## src/rtl/elevator_scheduler_pkg.sv

```systemverilog
// Shared types and defaults for the elevator scheduler.
package elevator_scheduler_pkg;

    typedef enum logic [1:0] {
        ST_IDLE      = 2'd0,
        ST_MOVE_UP   = 2'd1,
        ST_MOVE_DOWN = 2'd2,
        ST_DOOR      = 2'd3
    } state_e;

    typedef enum logic {
        DIR_UP   = 1'b0,
        DIR_DOWN = 1'b1
    } dir_e;

    localparam int unsigned DEF_NUM_FLOORS  = 8;
    localparam int unsigned DEF_FLOOR_W     = 3;
    localparam int unsigned DEF_FLOOR_TICKS = 50_000_000;
    localparam int unsigned DEF_DOOR_TICKS  = 100_000_000;

    function automatic int unsigned max_u(input int unsigned a, input int unsigned b);
        return (a > b) ? a : b;
    endfunction

endpackage

```

## src/rtl/elevator_scheduler_timer.sv

```systemverilog
// Loadable down-counter shared by the travel and door phases; done while the count is zero.
module elevator_scheduler_timer #(
    parameter int unsigned W = 8
) (
    input  logic         clk_i,
    input  logic         rst_i,
    input  logic         load_i,
    input  logic [W-1:0] load_val_i,
    output logic         done_o
);

    logic [W-1:0] cnt_q, cnt_d;
    logic         done_q;

    // Next count: load wins, otherwise count down and hold at zero.
    always_comb begin
        cnt_d = cnt_q;
        if (load_i) begin
            cnt_d = load_val_i;
        end else if (cnt_q != '0) begin
            cnt_d = cnt_q - W'(1);
        end
    end

    // Counter and registered zero flag.
    always_ff @(posedge clk_i) begin
        if (rst_i) begin
            cnt_q  <= '0;
            done_q <= 1'b1;
        end else begin
            cnt_q  <= cnt_d;
            done_q <= (cnt_d == '0);
        end
    end

    assign done_o = done_q;

endmodule

```

## src/rtl/elevator_scheduler.sv

```systemverilog
// LOOK-order request scheduler and motion sequencer for a single elevator car.
module elevator_scheduler
    import elevator_scheduler_pkg::*;
#(
    parameter int unsigned NUM_FLOORS  = DEF_NUM_FLOORS,
    parameter int unsigned FLOOR_W     = DEF_FLOOR_W,
    parameter int unsigned FLOOR_TICKS = DEF_FLOOR_TICKS,
    parameter int unsigned DOOR_TICKS  = DEF_DOOR_TICKS
) (
    input  logic                  clk,
    input  logic                  resetBtn,
    input  logic [FLOOR_W-1:0]    req_floor,
    input  logic                  req_up,
    input  logic                  req_down,
    input  logic                  req_cab,
    output logic [FLOOR_W-1:0]    current_floor,
    output logic                  moving_up,
    output logic                  moving_down,
    output logic                  door_open,
    output logic [NUM_FLOORS-1:0] pending
);

    localparam int unsigned TIMER_W = $clog2(max_u(FLOOR_TICKS, DOOR_TICKS)) + 1;
    localparam logic [NUM_FLOORS-1:0] BOT_BIT = NUM_FLOORS'(1);
    localparam logic [NUM_FLOORS-1:0] TOP_BIT = BOT_BIT << (NUM_FLOORS - 1);

    function automatic logic [NUM_FLOORS-1:0] onehot(input logic [FLOOR_W-1:0] f);
        logic [NUM_FLOORS-1:0] m;
        m = '0;
        for (int unsigned i = 0; i < NUM_FLOORS; i++) if (32'(f) == i) m[i] = 1'b1;
        return m;
    endfunction

    function automatic logic [NUM_FLOORS-1:0] above(input logic [FLOOR_W-1:0] f);
        logic [NUM_FLOORS-1:0] m;
        m = '0;
        for (int unsigned i = 0; i < NUM_FLOORS; i++) if (i > 32'(f)) m[i] = 1'b1;
        return m;
    endfunction

    function automatic logic [NUM_FLOORS-1:0] below(input logic [FLOOR_W-1:0] f);
        logic [NUM_FLOORS-1:0] m;
        m = '0;
        for (int unsigned i = 0; i < NUM_FLOORS; i++) if (i < 32'(f)) m[i] = 1'b1;
        return m;
    endfunction

    state_e                state_q, state_d;
    dir_e                  dir_q, dir_d;
    logic [FLOOR_W-1:0]    floor_q, floor_d, nf;
    logic [NUM_FLOORS-1:0] up_q, up_d, dn_q, dn_d, cab_q, cab_d, pending_q;
    logic [NUM_FLOORS-1:0] set_up, set_dn, set_cab, clr_up, clr_dn, clr_cab;
    logic [NUM_FLOORS-1:0] req_oh, all_q, cur_oh, nf_oh;
    logic                  mu_q, md_q, door_q;
    logic                  above_cur, below_cur, at_cur, req_at_cur, ahead, behind;
    logic                  further_nf, hall_dir_nf, hall_opp_nf, cab_nf;
    logic                  tmr_load, tmr_done;
    logic [TIMER_W-1:0]    tmr_val;

    // Request decode: out-of-range floors, up at top and down at bottom never set a bit.
    assign req_oh  = onehot(req_floor);
    assign set_up  = req_up   ? (req_oh & ~TOP_BIT) : '0;
    assign set_dn  = req_down ? (req_oh & ~BOT_BIT) : '0;
    assign set_cab = req_cab  ? req_oh : '0;

    // Request masks relative to the current floor and the floor being approached.
    assign all_q       = up_q | dn_q | cab_q;
    assign cur_oh      = onehot(floor_q);
    assign nf          = (state_q == ST_MOVE_DOWN) ? floor_q - FLOOR_W'(1) : floor_q + FLOOR_W'(1);
    assign nf_oh       = onehot(nf);
    assign above_cur   = |(all_q & above(floor_q));
    assign below_cur   = |(all_q & below(floor_q));
    assign at_cur      = |(all_q & cur_oh);
    assign req_at_cur  = |((set_up | set_dn | set_cab) & cur_oh);
    assign ahead       = (dir_q == DIR_UP) ? above_cur : below_cur;
    assign behind      = (dir_q == DIR_UP) ? below_cur : above_cur;
    assign further_nf  = (state_q == ST_MOVE_DOWN) ? |(all_q & below(nf)) : |(all_q & above(nf));
    assign hall_dir_nf = (state_q == ST_MOVE_DOWN) ? |(dn_q & nf_oh) : |(up_q & nf_oh);
    assign hall_opp_nf = (state_q == ST_MOVE_DOWN) ? |(up_q & nf_oh) : |(dn_q & nf_oh);
    assign cab_nf      = |(cab_q & nf_oh);

    // Next-state, direction, floor, timer control and request clears.
    always_comb begin
        state_d  = state_q;
        dir_d    = dir_q;
        floor_d  = floor_q;
        tmr_load = 1'b0;
        tmr_val  = '0;
        clr_up   = '0;
        clr_dn   = '0;
        clr_cab  = '0;
        case (state_q)
            ST_IDLE: begin
                if (at_cur) begin
                    state_d  = ST_DOOR;
                    tmr_load = 1'b1;
                    tmr_val  = TIMER_W'(DOOR_TICKS - 1);
                    clr_up   = cur_oh;
                    clr_dn   = cur_oh;
                    clr_cab  = cur_oh;
                end else if (above_cur || below_cur) begin
                    tmr_load = 1'b1;
                    tmr_val  = TIMER_W'(FLOOR_TICKS - 1);
                    if ((dir_q == DIR_UP && above_cur) || (dir_q == DIR_DOWN && !below_cur)) begin
                        state_d = ST_MOVE_UP;
                        dir_d   = DIR_UP;
                    end else begin
                        state_d = ST_MOVE_DOWN;
                        dir_d   = DIR_DOWN;
                    end
                end
            end
            ST_MOVE_UP, ST_MOVE_DOWN: begin
                if (tmr_done) begin
                    floor_d = nf;
                    if (cab_nf || hall_dir_nf || (hall_opp_nf && !further_nf)) begin
                        state_d  = ST_DOOR;
                        tmr_load = 1'b1;
                        tmr_val  = TIMER_W'(DOOR_TICKS - 1);
                        clr_cab  = nf_oh;
                        if (state_q == ST_MOVE_UP || !further_nf) clr_up = nf_oh;
                        if (state_q == ST_MOVE_DOWN || !further_nf) clr_dn = nf_oh;
                    end else if (further_nf) begin
                        tmr_load = 1'b1;
                        tmr_val  = TIMER_W'(FLOOR_TICKS - 1);
                    end else begin
                        state_d = ST_IDLE;
                    end
                end
            end
            ST_DOOR: begin
                // Calls for this floor while the door is open are absorbed and hold the door.
                clr_up  = set_up & cur_oh;
                clr_dn  = set_dn & cur_oh;
                clr_cab = set_cab & cur_oh;
                if (req_at_cur) begin
                    tmr_load = 1'b1;
                    tmr_val  = TIMER_W'(DOOR_TICKS - 1);
                end else if (tmr_done) begin
                    if (ahead) begin
                        state_d  = (dir_q == DIR_UP) ? ST_MOVE_UP : ST_MOVE_DOWN;
                        tmr_load = 1'b1;
                        tmr_val  = TIMER_W'(FLOOR_TICKS - 1);
                    end else if (behind) begin
                        state_d  = (dir_q == DIR_UP) ? ST_MOVE_DOWN : ST_MOVE_UP;
                        dir_d    = (dir_q == DIR_UP) ? DIR_DOWN : DIR_UP;
                        tmr_load = 1'b1;
                        tmr_val  = TIMER_W'(FLOOR_TICKS - 1);
                    end else begin
                        state_d = ST_IDLE;
                    end
                end
            end
            default: state_d = ST_IDLE;
        endcase
    end

    // Request latches: a clear in the same cycle as a set wins.
    assign up_d  = (up_q  | set_up)  & ~clr_up;
    assign dn_d  = (dn_q  | set_dn)  & ~clr_dn;
    assign cab_d = (cab_q | set_cab) & ~clr_cab;

    // State, request and registered output update.
    always_ff @(posedge clk) begin
        if (resetBtn) begin
            state_q   <= ST_IDLE;
            dir_q     <= DIR_UP;
            floor_q   <= '0;
            up_q      <= '0;
            dn_q      <= '0;
            cab_q     <= '0;
            pending_q <= '0;
            mu_q      <= 1'b0;
            md_q      <= 1'b0;
            door_q    <= 1'b0;
        end else begin
            state_q   <= state_d;
            dir_q     <= dir_d;
            floor_q   <= floor_d;
            up_q      <= up_d;
            dn_q      <= dn_d;
            cab_q     <= cab_d;
            pending_q <= up_d | dn_d | cab_d;
            mu_q      <= (state_d == ST_MOVE_UP);
            md_q      <= (state_d == ST_MOVE_DOWN);
            door_q    <= (state_d == ST_DOOR);
        end
    end

    elevator_scheduler_timer #(.W(TIMER_W)) u_timer (
        .clk_i      (clk),
        .rst_i      (resetBtn),
        .load_i     (tmr_load),
        .load_val_i (tmr_val),
        .done_o     (tmr_done)
    );

    assign current_floor = floor_q;
    assign moving_up     = mu_q;
    assign moving_down   = md_q;
    assign door_open     = door_q;
    assign pending       = pending_q;

endmodule

```

## config.mk

```make
export PLATFORM = sky130hd
export DESIGN_NAME = elevator_scheduler
export DESIGN_NICKNAME = d
export VERILOG_FILES = /design/src/rtl/elevator_scheduler_pkg.sv /design/src/rtl/elevator_scheduler_timer.sv /design/src/rtl/elevator_scheduler.sv
export SDC_FILE = /design/constraint.sdc
export NUM_CORES = 1
export LEC_CHECK = 0
export CAP_MARGIN = 20
export CORE_UTILIZATION = 40
export CTS_CLUSTER_DIAMETER = 40
export DETAILED_ROUTE_END_ITERATION = 12
export PLACE_DENSITY = 0.66
export SLEW_MARGIN = 20
export SYNTH_ARGS = -nofsm -noshare
export SYNTH_HDL_FRONTEND = slang
export SYNTH_SLANG_ARGS = --single-unit
```

## constraint.sdc

```tcl
create_clock -name clk -period 10.45 [get_ports clk]
set_input_delay 2.09 -clock clk [delete_from_list [all_inputs] [get_ports clk]]
set_output_delay 2.09 -clock clk [all_outputs]
set_load 0.05 [all_outputs]
```

After elaboration in Yosys (flattened, before gate mapping)
Index checks and enable logic that the tools add are counted.
Widths: inputs -> output; s select.
Cells by class
  $add $sub $neg: 3
  $lt $le $gt $ge: 28
  equal/unequal tests: 33
  mux-type cells: 117
  bitwise logic cells: 28
  reductions and logical operators: 30
Operators with widths (count)
  $mux 26: 5
  $mux 27: 4
  $and 8x8->8: 12
  $mux 8: 11
  $pmux 28 s3: 1
  $mux 1: 74
  $pmux 8 s3: 3
  $reduce_or 8->1: 9
  $mux 28: 2
  $or 8x8->8: 7
  $eq 3x3->1 const B: 12
  $logic_not 28->1: 1
  $reduce_bool 28->1: 1
  $sub 28x1->28 const B: 1
  $gt 3x3->1 const A: 8
  $mux 2: 12
  $not 8->8: 3
  $eq 3x2->1 const B: 6
  $lt 3x3->1 const A: 6
  $and 8x7->8: 2
  $gt 2x3->1 const A: 4
  $lt 1x3->1 const A: 4
  $lt 2x3->1 const A: 4
  $ne 2x2->1 const B: 5
  other kinds (25): 42
Storage, ports and cells
  bits in registers: 70
  bits of input ports: 8
  output and inout bits: 14
  word-level logic and storage cells: 251

Logic depth before layout (Yosys ltp)
  depth in word-level cells: 17
  gate-level depth with buffers: 13

By module
Synthesis repeated with hierarchy kept, for this count alone.
Unflattened totals
  cells, all modules: 716
  area total of the unflattened synthesis: 5449.0 µm²
By module, submodules not included
  elevator_scheduler: instances 1, cells each 470, area an instance 3519.6 µm², sequential area each 820.8 µm²
  elevator_scheduler_timer: instances 1, cells each 246, area an instance 1929.4 µm², sequential area each 580.6 µm²

Worst setup path before layout
Ideal clock, no wire load.
  path kind: input-to-reg
  start point: input req_floor[1]
  end point: register u_timer.done_q, in the netlist u_timer.done_o
  arrival: 3840 ps
  required time: 10334 ps
  slack: 6493 ps
  cell stages on the path: 9
  path buffers: 1
  path through: clkbuf_1 > nor2b_1 > a22o_1 > a211oi_1 > o211ai_1 > o21a_1 > o32a_1 > and4_1 > a41o_1
Between the ends
  longest elaborated chain between the ends: 11
  elaborated cells on any way between the ends: 29
  those cells by class: eq/ne: 7; mux: 16; bitwise: 3; reduce/logical: 3
Ends and longest elaborated chain
  from (decl): RTL line elevator_scheduler.sv:12  | input logic [FLOOR_W-1:0] req_floor,
  $eq 3x1->1 (tied with other cells): RTL line elevator_scheduler.sv:30  | for (int unsigned i = 0; i < NUM_FLOORS; i++) if (32'(f) == i) m[i] = 1'b1;
  $mux 1: RTL line elevator_scheduler.sv:30
  $mux 7 / $mux 8 (equally long branches): RTL line elevator_scheduler.sv:62, elevator_scheduler.sv:63
  $or 7x8->8: RTL line elevator_scheduler.sv:74  | assign req_at_cur = |((set_up | set_dn | set_cab) & cur_oh);
  $or 8x8->8 (*): RTL line elevator_scheduler.sv:74
  $and 8x8->8 (*): RTL line elevator_scheduler.sv:74
  $reduce_or 8->1 (*): RTL line elevator_scheduler.sv:74
  $mux 27 / $mux 1 (equally long branches): RTL line elevator_scheduler.sv:136  | if (req_at_cur) begin
  $pmux 28 s3 / $pmux 1 s3 (equally long branches): RTL line elevator_scheduler.sv:92  | case (state_q)
  $mux 28 (*): RTL line elevator_scheduler_timer.sv:18  | if (load_i) begin
  $logic_not 28->1 (*): RTL line elevator_scheduler_timer.sv:32  | done_q <= (cnt_d == '0);
  to (signal assigned): RTL line elevator_scheduler_timer.sv:32
  to (decl): RTL line elevator_scheduler_timer.sv:13  | logic done_q;
Every way passes the cells marked *; elsewhere a longest branch is shown, timed or not. The select of a mux whose other input is x is not followed.
A chain may end at the register's enable or synchronous reset.

Worst setup path after layout
  start point: input req_floor[2]
  end point: register md_q, in the netlist moving_down
Between the ends
  longest elaborated chain between the ends: 10
  elaborated cells on any way between the ends: 26
  those cells by class: eq/ne: 8; mux: 13; bitwise: 3; reduce/logical: 2
Ends and longest elaborated chain
  $eq 3x1->1 (tied with other cells): RTL line elevator_scheduler.sv:30
  $mux 1: RTL line elevator_scheduler.sv:30
  $mux 7 / $mux 8 (equally long branches): RTL line elevator_scheduler.sv:62, elevator_scheduler.sv:63
  $or 7x8->8: RTL line elevator_scheduler.sv:74
  $or 8x8->8 (*): RTL line elevator_scheduler.sv:74
  $and 8x8->8 (*): RTL line elevator_scheduler.sv:74
  $reduce_or 8->1 (*): RTL line elevator_scheduler.sv:74
  $mux 2 (*): RTL line elevator_scheduler.sv:136
  $pmux 2 s3 (*): RTL line elevator_scheduler.sv:92
  $eq 2x2->1 (*): RTL line elevator_scheduler.sv:185  | md_q <= (state_d == ST_MOVE_DOWN);
  to (signal assigned): RTL line elevator_scheduler.sv:185
  to (decl): RTL line elevator_scheduler.sv:54  | logic mu_q, md_q, door_q;
Every way passes the cells marked *; elsewhere a longest branch is shown, timed or not.

==> results.md <==
- Root buf cell: clkbuf_16
- CP startpoint kind: input port
- Via density: 6.528
- Max-Cap Viols: 0
- Most used routing layer: met2
- CP Max Fanout: 19
- Clock Sink Count: 70
- Met2 Track Usage GR: 0.4278
- Slowest cell on the critical path: clkdlybuf4s50_1
- Largest net degree at the start of global routing: 53
- Max_slew headroom: 0.2718
- CTS tree: built
- Number of antenna violations at the first check in global routing: 0
- Max H-tree Level: 3
- Top cells by area, synth: dfxtp_1 (28%), mux2i_1 (4.1%), nor2_1 (3.8%), a21oi_1 (3.8%), nand2_1 (3.7%)
- Antenna-violating nets left: 0
- Post-synthesis area per instance: 7.924 µm²
- Hold Worst Slack: 0.5213 ns
- Number of distinct library cells after synthesis: 80
- Min Clock Period, post-route: 4.630 ns
- Worst ir drop on vdd: 0.1621 mV
- Achievable Freq: 0.2160 GHz
- Status: complete, no violations
- Netlist Area Pre-Place: 4928 µm²
- Synth cell count leaders: dfxtp_1 (70), nor2_1 (50), nand2_1 (49), a21oi_1 (37), nor3_1 (33)
- Asr flop ratio synth: 0
- Syn nets: 642
- Delay-heaviest family, CP: compound AO/OA/AOI/OAI gates
- Row cnt: 40
- CP arrival: 4.88 ns
- CP peak stage delay: 0.83 ns
- Yosys top cell by area: dfxtp_1
- Worst Skew: 0.009384 ns
- Worst skew pair latency: 0.34 ns
- Starting DRC count in detailed routing: 346
- PwrDens: 292.6 nW/µm²
- Slew Limit Fails: 0
- Post-Synthesis Cells: 622
- Worst hold path class: reg -> reg
- Gr usage total: 0.2471
- Vias: 5,072
- PostCTS Resize Cnt: 0
- Required time of the critical path: 10.70 ns
- RD Place Congestion: 0.9394
- Setup bufs post-CTS: 0
- Period utilisation layout: 0.4431
- EDFF count, synth: 0
- Nets: 645
- Synth warn: 0
- PortBufs: 21
- CTS Buffer Depth: 2
- CP bufs+invs: 1
- Yosys reg bits: 70
- Num ports: 22
- Element type at the critical path end: flip-flop
- First-pass GRT wire length: 24.73 mm
- Predominant post-synthesis flop cell: dfxtp_1
- Seq/Total Area, Yosys: 0.2843
- Congestion Overflow GR: 0
- Num CTS Buffers: 9
- Syn-to-layout area delta: 11.63%
- Endpoints failing setup: 0
- Share of cells above drive strength 1: 0.07302
- Cts hold-fix bufs: 0
- Chip width: 113 µm
- CTS clk-pin slew, worst paths: 0.06 ns
- Drt pass-1 iters: 6
- Diodes inserted: 0
- Final hold violation count: 0
- Vias in the first global route: 4,907
- Die Y: 113 µm
- Worst Max-Slew Pin Slew: 1.090 ns
- Core area: 12,010 µm²
- Starting Density: 0.4103
- Setup Crit Path Kind: in -> reg
- Post-synth top area share: 0.2843
- Leakage Power: 1.939 nW
- Detailed Place HPWL: 10.90 mm
- Die Footprint: 12,770 µm²
- GR Util met1: 0.2921
- Crit path cell chain: clkdlybuf4s50_1 > nor4bb_1 > o211a_1 > a211oi_1 > o211ai_1 > nor3b_1 > o21ai_0 > a41oi_1 > nor3b_1
- RSZ-0062 raised after global routing: no
- M3 GR Usage: 0.05624
- Final TNS setup: 0 ns
- # DRC: 0
- DR WL/cell: 19.83 µm
- Most used cell along the critical path: nor3b_1
- Wirelength, routed: 15.41 mm
- Top-count cell post-synth: dfxtp_1
==> logic make-up (layout without fill, tap and decap cells) <==
family / Yosys count / count (layout) / synth area share
adders and majority gates: 12 / 12 / 0.03046
AOI/OAI and AO/OA: 176 / 176 / 0.2605
and+or+nand+nor: 265 / 265 / 0.2859
DFF: 70 / 70 / 0.2843
muxes: 22 / 22 / 0.04519
buffers and inverters: 47 / 55 / 0.03884
xor gates and xnor gates: 30 / 30 / 0.05484
==> power breakdown <==
group | switching (mW) | total [mW] | internal, mW
combinational | 0.603 | 0.889 | 0.285
clock | 0.127 | 0.313 | 0.187
sequential | 0.0787 | 0.407 | 0.329
==> cells in the final DEF (no fill, tap or decap), types with 11 or more instances in the layout <==
cell / n
xor2_1: 11
nor3_1: 33
nor4_1: 22
xnor2_1: 18
a211oi_1: 13
clkdlybuf4s50_1: 20
dfxtp_1: 70
o31ai_1: 11
nand2_1: 49
a21oi_1: 37
o21ai_0: 21
nor2_1: 50
nand3_1: 31
inv_1: 15
nor2b_1: 11
mux2i_1: 20
ha_1: 12
==> final timing paths <==
path	slack [ns]	depth (start not counted)	end	from
worst max-delay path	5.82	9	moving_down	req_floor[2]
worst min-delay path	0.52	2	u_timer.cnt_q[3]	u_timer.cnt_q[3]
worst max register to register	5.88	10	dn_q[5]	current_floor[1]
worst min register to register	0.52	2	u_timer.cnt_q[3]	u_timer.cnt_q[3]
==> through the flow <==
step | utilization | worst slack, ns | cells | power, mW | instance area [µm²]
after floorplan | - | 6.493 | 622 | 1.046 | 4928
after global placement | 0.4330 | 5.631 | 761 | 1.259 | 5201
after detailed placement | 0.4330 | 5.567 | 761 | 1.276 | 5201
after CTS | 0.4580 | 5.882 | 777 | 1.596 | 5502
after global routing | 0.4580 | 5.490 | 777 | 1.708 | 5502
final | 0.4580 | 5.820 | 777 | 1.610 | 5502
==> worst min-delay path: cells and delay by family (launching register included) <==
| kind | cells | cell delay (ns) |
|---|---|---|
| flip-flops | 1 | 0.33 |
| AO/OA/AOI/OAI | 2 | 0.14 |
==> final cells by class <==
class | count | area (µm²)
clock buffer | 10 | 229.0
inverter | 16 | 60.06
tap | 147 | 183.9
fill | 1189 | 6510
multi-input combinational | 505 | 3336
sequential | 70 | 1401
clock inverter | 6 | 71.32
timing repair buffer | 23 | 220.2
==> layer usage <==
metal  vias to the layer above  share of wire
met1                      2427           0.40
met3                        46          0.082
met5                         -              0
met2                       238           0.48
li1                       2361              -
met4                         0          0.033
==> state kept, by name, indices dropped and copies added, names as in the netlist <==
| signal | cells |
|---|---|
| state_q | 2 |
| current_floor | 3 |
| moving_down | 1 |
| u_timer.done_o | 1 |
| up_q | 8 |
| cab_q | 8 |
| pending | 8 |
| moving_up | 1 |
| u_timer.cnt_q | 28 |
| dir_q | 1 |
| door_open | 1 |
| dn_q | 8 |
(Power assumes the default switching activity.)
